$ cat config.mk
export PLATFORM = sky130hd
export DESIGN_NAME = between_to_com_flat
export DESIGN_NICKNAME = d
export VERILOG_FILES = /design/src/rtl/between_to_com_pkg.sv /design/src/rtl/between_to_com_if.sv /design/src/rtl/between_to_com_uart_tx_core.sv /design/src/rtl/between_to_com.sv /design/src/flat_wrapper.sv
export SDC_FILE = /design/constraint.sdc
export NUM_CORES = 1
export LEC_CHECK = 0
export CAP_MARGIN = 0
export CORE_UTILIZATION = 35
export DETAILED_ROUTE_END_ITERATION = 10
export PLACE_DENSITY = 0.54
export SYNTH_ARGS = -nofsm -noshare
export SYNTH_HDL_FRONTEND = slang
export SYNTH_SLANG_ARGS = --single-unit
$ cat constraint.sdc
create_clock -name clk -period 3.3 [get_ports clk]
set_clock_uncertainty 0.05 [all_clocks]
set_input_delay 0.495 -clock clk [delete_from_list [all_inputs] [get_ports clk]]
set_output_delay 0.495 -clock clk [all_outputs]
set_load 0.01 [all_outputs]
$ cat src/rtl/between_to_com_pkg.sv
// between_pkg: state encodings, CRC8 constants and helper shared by between_to_com.
// FRAME_BITS is 11 when PARITY_EN is defined (8E1), otherwise 10 (8N1).
package between_pkg;
  typedef enum logic {H_IDLE, H_ACK} hState_t;
  typedef enum logic [2:0] {T_IDLE, T_START, T_DATA, T_PARITY, T_STOP} tState_t;
  localparam logic [7:0] CRC8_POLY = 8'h07;
  localparam logic [7:0] CRC8_INIT = 8'h00;
`ifdef PARITY_EN
  localparam int FRAME_BITS = 11;
`else
  localparam int FRAME_BITS = 10;
`endif
  function automatic logic [7:0] crc8Next(input logic [7:0] crc, input logic [7:0] data);
    logic [7:0] c;
    c = crc ^ data;
    for (int i = 0; i < 8; i++) c = c[7] ? {c[6:0], 1'b0} ^ CRC8_POLY : {c[6:0], 1'b0};
    return c;
  endfunction
endpackage

$ cat src/rtl/between_to_com_if.sv
// between_to_com_if: 4-phase parallel link (byte, sent strobe, receive acknowledge).
interface between_to_com_if;
  logic [7:0] tdata;
  logic tsent;
  logic trecieve;
  modport master(output tdata, tsent, input trecieve);
  modport slave(input tdata, tsent, output trecieve);
endinterface

$ cat src/rtl/between_to_com_uart_tx_core.sv
// uart_tx_core: UART serializer, LSB first; inserts even parity when PARITY_EN is defined.
module uart_tx_core
  import between_pkg::*;
#(
  parameter int CLKS_PER_BIT = 1
) (
  input  logic       clk,
  input  logic       reset,
  input  logic       start,
  input  logic [7:0] data,
  output logic       ready,
  output logic       tx
);
  localparam int CW = CLKS_PER_BIT > 1 ? $clog2(CLKS_PER_BIT) : 1;
  tState_t state, stateNext;
  logic [CW-1:0] baudCnt, baudNext;
  logic [2:0] bitCnt, bitNext;
  logic [7:0] shiftReg, shiftNext;
  logic bitEnd;
`ifdef PARITY_EN
  logic parity, parityNext;
`endif
  always_ff @(posedge clk or negedge reset)
    if (!reset) begin
      state <= T_IDLE;
      baudCnt <= '0;
      bitCnt <= '0;
      shiftReg <= '0;
`ifdef PARITY_EN
      parity <= 1'b0;
`endif
    end else begin
      state <= stateNext;
      baudCnt <= baudNext;
      bitCnt <= bitNext;
      shiftReg <= shiftNext;
`ifdef PARITY_EN
      parity <= parityNext;
`endif
    end
  always_comb begin
    stateNext = state;
    baudNext = baudCnt;
    bitNext = bitCnt;
    shiftNext = shiftReg;
`ifdef PARITY_EN
    parityNext = parity;
`endif
    bitEnd = baudCnt == CW'(CLKS_PER_BIT - 1);
    if (state == T_IDLE) begin
      if (start) begin
        stateNext = T_START;
        baudNext = '0;
        bitNext = '0;
        shiftNext = data;
`ifdef PARITY_EN
        parityNext = ^data;
`endif
      end
    end else if (!bitEnd) baudNext = baudCnt + CW'(1);
    else begin
      baudNext = '0;
      case (state)
        T_START: stateNext = T_DATA;
        T_DATA: begin
          shiftNext = shiftReg >> 1;
          bitNext = bitCnt + 3'd1;
`ifdef PARITY_EN
          if (bitCnt == 3'd7) stateNext = T_PARITY;
`else
          if (bitCnt == 3'd7) stateNext = T_STOP;
`endif
        end
        T_PARITY: stateNext = T_STOP;
        default: stateNext = T_IDLE;
      endcase
    end
  end
  assign ready = state == T_IDLE;
`ifdef PARITY_EN
  assign tx = state == T_START ? 1'b0 : state == T_DATA ? shiftReg[0] : state == T_PARITY ? parity : 1'b1;
`else
  assign tx = state == T_START ? 1'b0 : state == T_DATA ? shiftReg[0] : 1'b1;
`endif
endmodule

$ cat src/rtl/between_to_com.sv
// between_to_com: parallel-link receiver feeding a FIFO drained by a UART transmitter, with running CRC8.
// PARITY_EN (defined) switches the line format from 8N1 to 8E1.
module between_to_com
  import between_pkg::*;
#(
  parameter int DEPTH = 16,
  parameter int CLKS_PER_BIT = 1
) (
  input  logic               clk,
  input  logic               reset,
  between_to_com_if.slave    link,
  output logic               tx,
  output logic [7:0]         crc,
  output logic [9:0]         byte_count,
  output logic               fifo_full,
  output logic               busy
);
  localparam int AW = $clog2(DEPTH);
  localparam int PW = AW + 1;
  logic sentMeta, sentS;
  hState_t hState, hNext;
  logic [PW-1:0] wrPtr, rdPtr;
  logic [7:0] mem [DEPTH];
  logic fifoEmpty, wrEn, rdEn, txReady;
  assign fifoEmpty = wrPtr == rdPtr;
  assign fifo_full = wrPtr[AW] != rdPtr[AW] && wrPtr[AW-1:0] == rdPtr[AW-1:0];
  assign wrEn = hState == H_IDLE && sentS && !fifo_full;
  assign rdEn = txReady && !fifoEmpty;
  assign link.trecieve = hState == H_ACK;
  assign busy = !fifoEmpty || !txReady;
  always_comb hNext = hState == H_IDLE ? (wrEn ? H_ACK : H_IDLE) : (sentS ? H_ACK : H_IDLE);
  always_ff @(posedge clk or negedge reset)
    if (!reset) begin
      sentMeta <= 1'b0;
      sentS <= 1'b0;
      hState <= H_IDLE;
      wrPtr <= '0;
      rdPtr <= '0;
      crc <= CRC8_INIT;
      byte_count <= '0;
    end else begin
      sentMeta <= link.tsent;
      sentS <= sentMeta;
      hState <= hNext;
      if (wrEn) begin
        wrPtr <= wrPtr + PW'(1);
        crc <= crc8Next(crc, link.tdata);
        byte_count <= byte_count + 10'(byte_count != 10'd1023);
      end
      if (rdEn) rdPtr <= rdPtr + PW'(1);
    end
  // storage needs no reset: pointers alone define the contents
  always_ff @(posedge clk)
    if (wrEn) mem[wrPtr[AW-1:0]] <= link.tdata;
  uart_tx_core #(.CLKS_PER_BIT(CLKS_PER_BIT)) txCore (
    .clk(clk),
    .reset(reset),
    .start(rdEn),
    .data(mem[rdPtr[AW-1:0]]),
    .ready(txReady),
    .tx(tx)
  );
endmodule

$ cat src/flat_wrapper.sv
// flat-port wrapper written by rule: the top's interface ports become plain ports
module between_to_com_flat import between_pkg::*;
#(
  parameter int DEPTH = 16,
  parameter int CLKS_PER_BIT = 1
)
  (clk, reset, tx, crc, byte_count, fifo_full, busy, link_tdata, link_tsent, link_trecieve);
  between_to_com_if link_i ();
  input  logic clk;
  input  logic reset;
  output logic tx;
  output logic [7:0] crc;
  output logic [9:0] byte_count;
  output logic fifo_full;
  output logic busy;
  input wire logic [$bits(link_i.tdata)-1:0] link_tdata;
  input wire logic [$bits(link_i.tsent)-1:0] link_tsent;
  output wire logic [$bits(link_i.trecieve)-1:0] link_trecieve;
  assign link_i.tdata = link_tdata;
  assign link_i.tsent = link_tsent;
  assign link_trecieve = link_i.trecieve;
  between_to_com #(.DEPTH(DEPTH), .CLKS_PER_BIT(CLKS_PER_BIT)) u_core (.clk(clk), .reset(reset), .link(link_i), .tx(tx), .crc(crc), .byte_count(byte_count), .fifo_full(fifo_full), .busy(busy));
endmodule
## Yosys cells after proc, flatten, opt, wreduce, memory -nomap -nowiden

Memory sizes are Yosys's and may differ from the RTL's.
Index checks and enable logic that the tools add are counted.

- Equal/unequal tests: 11
- Mux-type cells: 30
- Bitwise logic cells: 10
- Add/sub/neg operators: 5
- Reductions and logical operators: 12

Operators by type and width:

| kind | number |
|---|---|
| $mux W3 | 16 |
| $mux W8 | 4 |
| $not A3 Y3 | 8 |
| $add A10 B1 Y10 | 1 |
| $add A5 B1 Y5 const B | 2 |
| $ne A10 B10 Y1 const B | 1 |
| $mux W1 | 9 |
| $pmux W3 S3 | 1 |
| $xor A8 B8 Y8 | 1 |
| $eq A3 B2 Y1 const B | 2 |
| $reduce_and A3 Y1 | 2 |
| $eq A5 B5 Y1 | 1 |
| $eq A4 B4 Y1 | 1 |
| $logic_and A1 B1 Y1 | 4 |
| $ne A2 B1 Y1 const B | 2 |
| $add A3 B1 Y3 const B | 1 |
| $eq A3 B1 Y1 const B | 1 |
| $eq A3 B3 Y1 const B | 1 |
| $logic_not A1 Y1 | 3 |
| $logic_not A3 Y1 | 1 |
| $ne A3 B2 Y1 const B | 1 |
| $reduce_bool A2 Y1 | 1 |
| $add A1 B1 Y1 const B | 1 |
| $logic_or A1 B1 Y1 | 1 |
| other kinds (2) | 2 |

- RAM bits: 128
- Memories: 1
- Word-level logic and storage cells: 80
- Register bits: 46
- Input port bits: 11

Memories:

| memory | depth | width | rd ports | clocked after memory_dff | write ports | line | text |
|---|---|---|---|---|---|---|---|
| u_core.mem | 16 | 8 | 1 | 0 | 1 | between_to_com.sv:23 | `logic [7:0] mem [DEPTH];` |

## Longest topological paths before layout

- Depth after elaboration: 17
- Depth in mapped cells: 8

## Cells and area by module

A second synthesis with hierarchy kept.

- Cell total of the unflattened synthesis: 417
- Area, all modules: 7532.2 um2

Modules (own cells, without submodules):

| module | area an instance (um2) | cells an instance | times used |
|---|---|---|---|
| between_to_com | 6816.5 | 365 | 1 |
| uart_tx_core | 715.7 | 52 | 1 |

## Worst setup path before layout

Ideal clock, no wire load.

- Path type: reg2reg
- Start point: reg u_core.rdPtr[1]
- End point: mem u_core.mem[3][0] (enable)
- Data required time: 2867 ps
- Clock period less this slack: 2342 ps
- Library setup time: 383 ps
- Data arrival time: 1908 ps
- Stages on the path, launching flop included: 8
- Setup slack: 958 ps
- Path through: dfrtp_1 buf_4 xor2_1 nor4_4 a21oi_2 buf_6 nand2_1 nor3_1

- Longest elaborated chain between the ends: 6

RTL lines:

| what | line | text |
|---|---|---|
| start, declared | between_to_com.sv:22 | `logic [PW-1:0] wrPtr, rdPtr;` |
| start signal, assigned | between_to_com.sv:50 | `if (rdEn) rdPtr <= rdPtr + PW'(1);` |
| $eq A4 B4 Y1 | between_to_com.sv:26 | `assign fifo_full = wrPtr[AW] != rdPtr[AW] && wrPtr[AW-1:0] == rdPtr[AW-1:0];` |
| $logic_and A1 B1 Y1 | between_to_com.sv:26 |  |
| $logic_not A1 Y1 | between_to_com.sv:27 | `assign wrEn = hState == H_IDLE && sentS && !fifo_full;` |
| $logic_and A1 B1 Y1 | between_to_com.sv:27 |  |
| $mux W1 | between_to_com.sv:54 | `if (wrEn) mem[wrPtr[AW-1:0]] <= link.tdata;` |
| $mux W1 (not written as such) | between_to_com.sv:54 |  |
| end, declared | between_to_com.sv:23 |  |

No other way between the ends.

## Worst setup path in the final report

- Start point: reg u_core.rdPtr[3]
- End point: out fifo_full

- Longest elaborated chain between the ends: 2

RTL lines:

| what | line | text |
|---|---|---|
| $eq A4 B4 Y1 | between_to_com.sv:26 |  |
| $logic_and A1 B1 Y1 | between_to_com.sv:26 |  |
| end, declared | flat_wrapper.sv:14 | `output logic fifo_full;` |

No other way between the ends.

==> metrics.md <==
| Metric | Value |
|---|---|
| Outcome | finished, final reports clean |
| Distinct cells, synth | 40 |
| Die Footprint | 0.02112 mm2 |
| Setup TNS Final | 0 ns |
| Final worst slack | 0.4294 ns |
| Leading register cell type out of synthesis | edfxtp_1 |
| Share of cells above drive strength 1 | 17.33% |
| Critical Path Source | u_core.rdPtr[3] |
| First-pass GRT wire length | 22,650 um |
| Worst Setup Path Type | flop to output pin |
| Critical path required time | 2.75 ns |
| DR vias/cell | 4.951 |
| Worst setup endpoint | fifo_full |
| CTS Hold Buffers Added | 0 |
| Period minus WS final | 2.871 ns |
| Multi-input gate area | 0.002067 mm2 |
| Yosys reg bits | 173 |
| Clock Sinks | 173 |
| Leading area contributor after synthesis | edfxtp_1 |
| Fill cells | 1,841 |
| Crit end category | output pin |
| Max-Slew Margin vs Limit | 39.06% |
| Clk slew on worst S/H paths | 0.06 ns |
| Largest net degree at the start of global routing | 36 |
| VDD IR-drop max | 475.4 uV |
| Detail Route Antenna Nets | 0 |
| Mapped Nets | 445 |
| Mean post-synth cell area | 16.91 um2 |
| Root Driver | clkbuf_16 |
| Seq/Total Area, Yosys | 69.14% |
| Hold crit path type | primary input to async pin |
| Final WL | 14,550 um |
| RSZ-0062 raised after global routing | false |
| Diode count | 0 |
| Clk Latency, worst-skew pair | 0.42 ns |
| CTS tree | done |
| Finished Core Util | 41.51% |
| Post-synth EDFFs | 128 |
| Total CTS buffers | 17 |
| Synth async-reset ratio | 26.01% |
| Core Area | 0.02017 mm2 |
| Tot GR Track Use | 14.67% |
| Startpoint types | flop |
| Initial antenna violation count | 0 |
| Initial core utilization | 35.64% |
| Worst Hold Slack | 0.1115 ns |
| Post-CTS Setup Repair Bufs | 0 |
| Synthesis-to-finish area growth | 16.47% |
| Power Dens Cells | 869.3 mW/mm2 |
| Chip height | 145.3 um |
| Cell Area, Synth | 0.007188 mm2 |
| CTS Buffer Depth | 2 |
| Gate Count Post-Synth | 425 |
| DRC | 0 |
| Drt pass-1 iters | 4 |
| FF-to-FF End | u_core.mem[11][2] |
| Fin. Hold Viols | 0 |
| Ranking of synthesized cells by area | edfxtp_1 53%, dfrtp_1 16%, mux4_2 10% |
| I/O pins | 33 |
| Fin crit share | 86.99% |
| Worst-margin pin slew | 0.9141 ns |
| Highest Clock Rate | 348.4 MHz |
| Vias | 3,708 |
| Worst slack at placement | 0.7585 ns |
| Nets | 486 |
| Ys Warns | 0 |
| Max-Cap Viols | 0 |
| Setup Viol. Count Final | 0 |
| CTS H-tree lvls | 4 |
| Final RePlAce weighted congestion | 0.7407 |
| Top-area cell type share of the netlist area | 53.47% |
| P_leak | 2.928 nW |
| Row cnt | 52 |
| Pins Over Slew Limit | 0 |
| GRT Residual Overflow | 0 |
| Cell count of the worst reg-to-reg path | 4 |
| I/O Buffers | 32 |
| DR iter-0 viols | 215 |
| Die W | 145.3 um |
| Critical path fanouts, max | 9 |
| Routed WL per cell | 19.42 um |
| Worst Path Arrival | 2.33 ns |
| Register area | 0.004971 mm2 |
| CTS resizes | 0 |
| Post-DP HPWL | 9324 um |
| Reg2Reg Setup Slack | 0.79 ns |
| Vias in the first global route | 3,853 |
| Worst r2r src | u_core.rdPtr[2] |
==> layer usage <==
metal	global-route usage [%]	vias to the layer above	part of all wire (%)
met5	0	-	0
met3	2.830	15	3.4
met1	19.64	1928	45
met4	4.895	0	1.7
li1	-	1704	-
met2	24.06	61	50
==> through the flow <==
stage                     cell area, um2  std cells  power [W]
after floorplan                     7188        425   0.004777
after global placement              7820        717   0.005438
after detailed placement            7820        717   0.005499
after CTS                           8372        749   0.007368
after global routing                8372        749   0.007671
final                               8372        749   0.007278
==> report_power, final <==
| group | internal [W] | leakage, nW | total, W | switching, W |
|---|---|---|---|---|
| registers | 0.00266 | 1.70 | 0.00296 | 0.000293 |
| logic | 0.00118 | 0.957 | 0.00246 | 0.00128 |
| clock network | 0.00110 | 0.271 | 0.00186 | 0.000765 |
==> worst max-delay path, cell delays in order (launching register included) <==
cell and delay, ns:
dfrtp_1 0.51, xor2_1 0.24, nor4_4 0.43, and2_1 0.20
clkdlybuf4s50_1 0.54
==> registers in the layout, indices dropped and copies added, names as in the netlist <==
signal                  cells
u_core.txCore.shiftReg      8
u_core.mem                128
u_core.sentS                1
u_core.txCore.state         3
u_core.txCore.bitCnt        3
u_core.link.trecieve        1
u_core.crc                  8
u_core.rdPtr                5
u_core.byte_count          10
u_core.sentMeta             1
u_core.wrPtr                5
==> worst min path at each step <==
stage | endpoint | from | slack (ns) | depth (start not counted)
4_1_cts | u_core.txCore.shiftReg[3] | reset | 0.12 | 1
2_1_floorplan | u_core.byte_count[0] | reset | 0.15 | 0
3_3_place_gp | u_core.sentS | u_core.sentMeta | 0.28 | 0
3_5_place_dp | u_core.sentS | u_core.sentMeta | 0.29 | 0
5_1_grt | u_core.txCore.bitCnt[0] | reset | 0.17 | 1
6_report | u_core.txCore.bitCnt[2] | reset | 0.11 | 1
==> area by class of cell <==
| type | count | share of cell area [%] |
|---|---|---|
| flip-flops and latches | 173 | 59.38 |
| inverters | 5 | 0.2242 |
| clock inverters | 7 | 0.7921 |
| repair buffers | 45 | 5.081 |
| clock buffers | 25 | 5.799 |
| multi-input cells | 224 | 24.69 |
| well taps | 270 | 4.035 |
==> cells in the mapped netlist, types with 6 or more instances <==
cell type and n:
o21ai_0 8, nand4_1 8, xnor2_1 29, xor2_1 15
a21oi_1 26, clkbuf_1 9, nor2_1 17, dfrtp_1 45
and3_1 18, a22oi_1 14, buf_2 6, mux4_2 32
nand2_1 16, ha_1 9, edfxtp_1 128
==> kinds of logic (layout without fill, tap and decap cells) <==
| family | count (synthesis) | after routing | synth area share, % |
|---|---|---|---|
| AND/OR/NAND/NOR | 78 | 78 | 5.831 |
| adder cells (fa/ha/maj) | 9 | 9 | 1.567 |
| AO/OA/AOI/OAI | 54 | 54 | 4.560 |
| XOR/XNOR | 46 | 46 | 5.901 |
| buffers and inverters | 28 | 82 | 2.106 |
| flip-flops | 173 | 173 | 69.14 |
| multiplexers | 37 | 37 | 10.90 |
==> cells in the final DEF (no fill, tap or decap), types with 2 or more instances in the layout <==
cell type,n
a21oi_1,26
clkinv_2,4
or3_1,2
and2_1,3
clkbuf_1,5
clkdlybuf4s50_1,31
clkbuf_16,17
nor2_1,17
xnor2_1,29
edfxtp_1,128
nand4_1,8
clkbuf_8,3
nand2_1,16
dfrtp_1,44
inv_1,5
o21ai_0,8
nand3_1,2
mux4_2,32
a21oi_2,2
ha_1,9
and3_1,18
buf_4,12
mux2_4,2
xor2_1,15
a22oi_1,14
nor2b_1,4
nor3_1,2
nand2b_1,2
(Power assumes the default switching activity.)
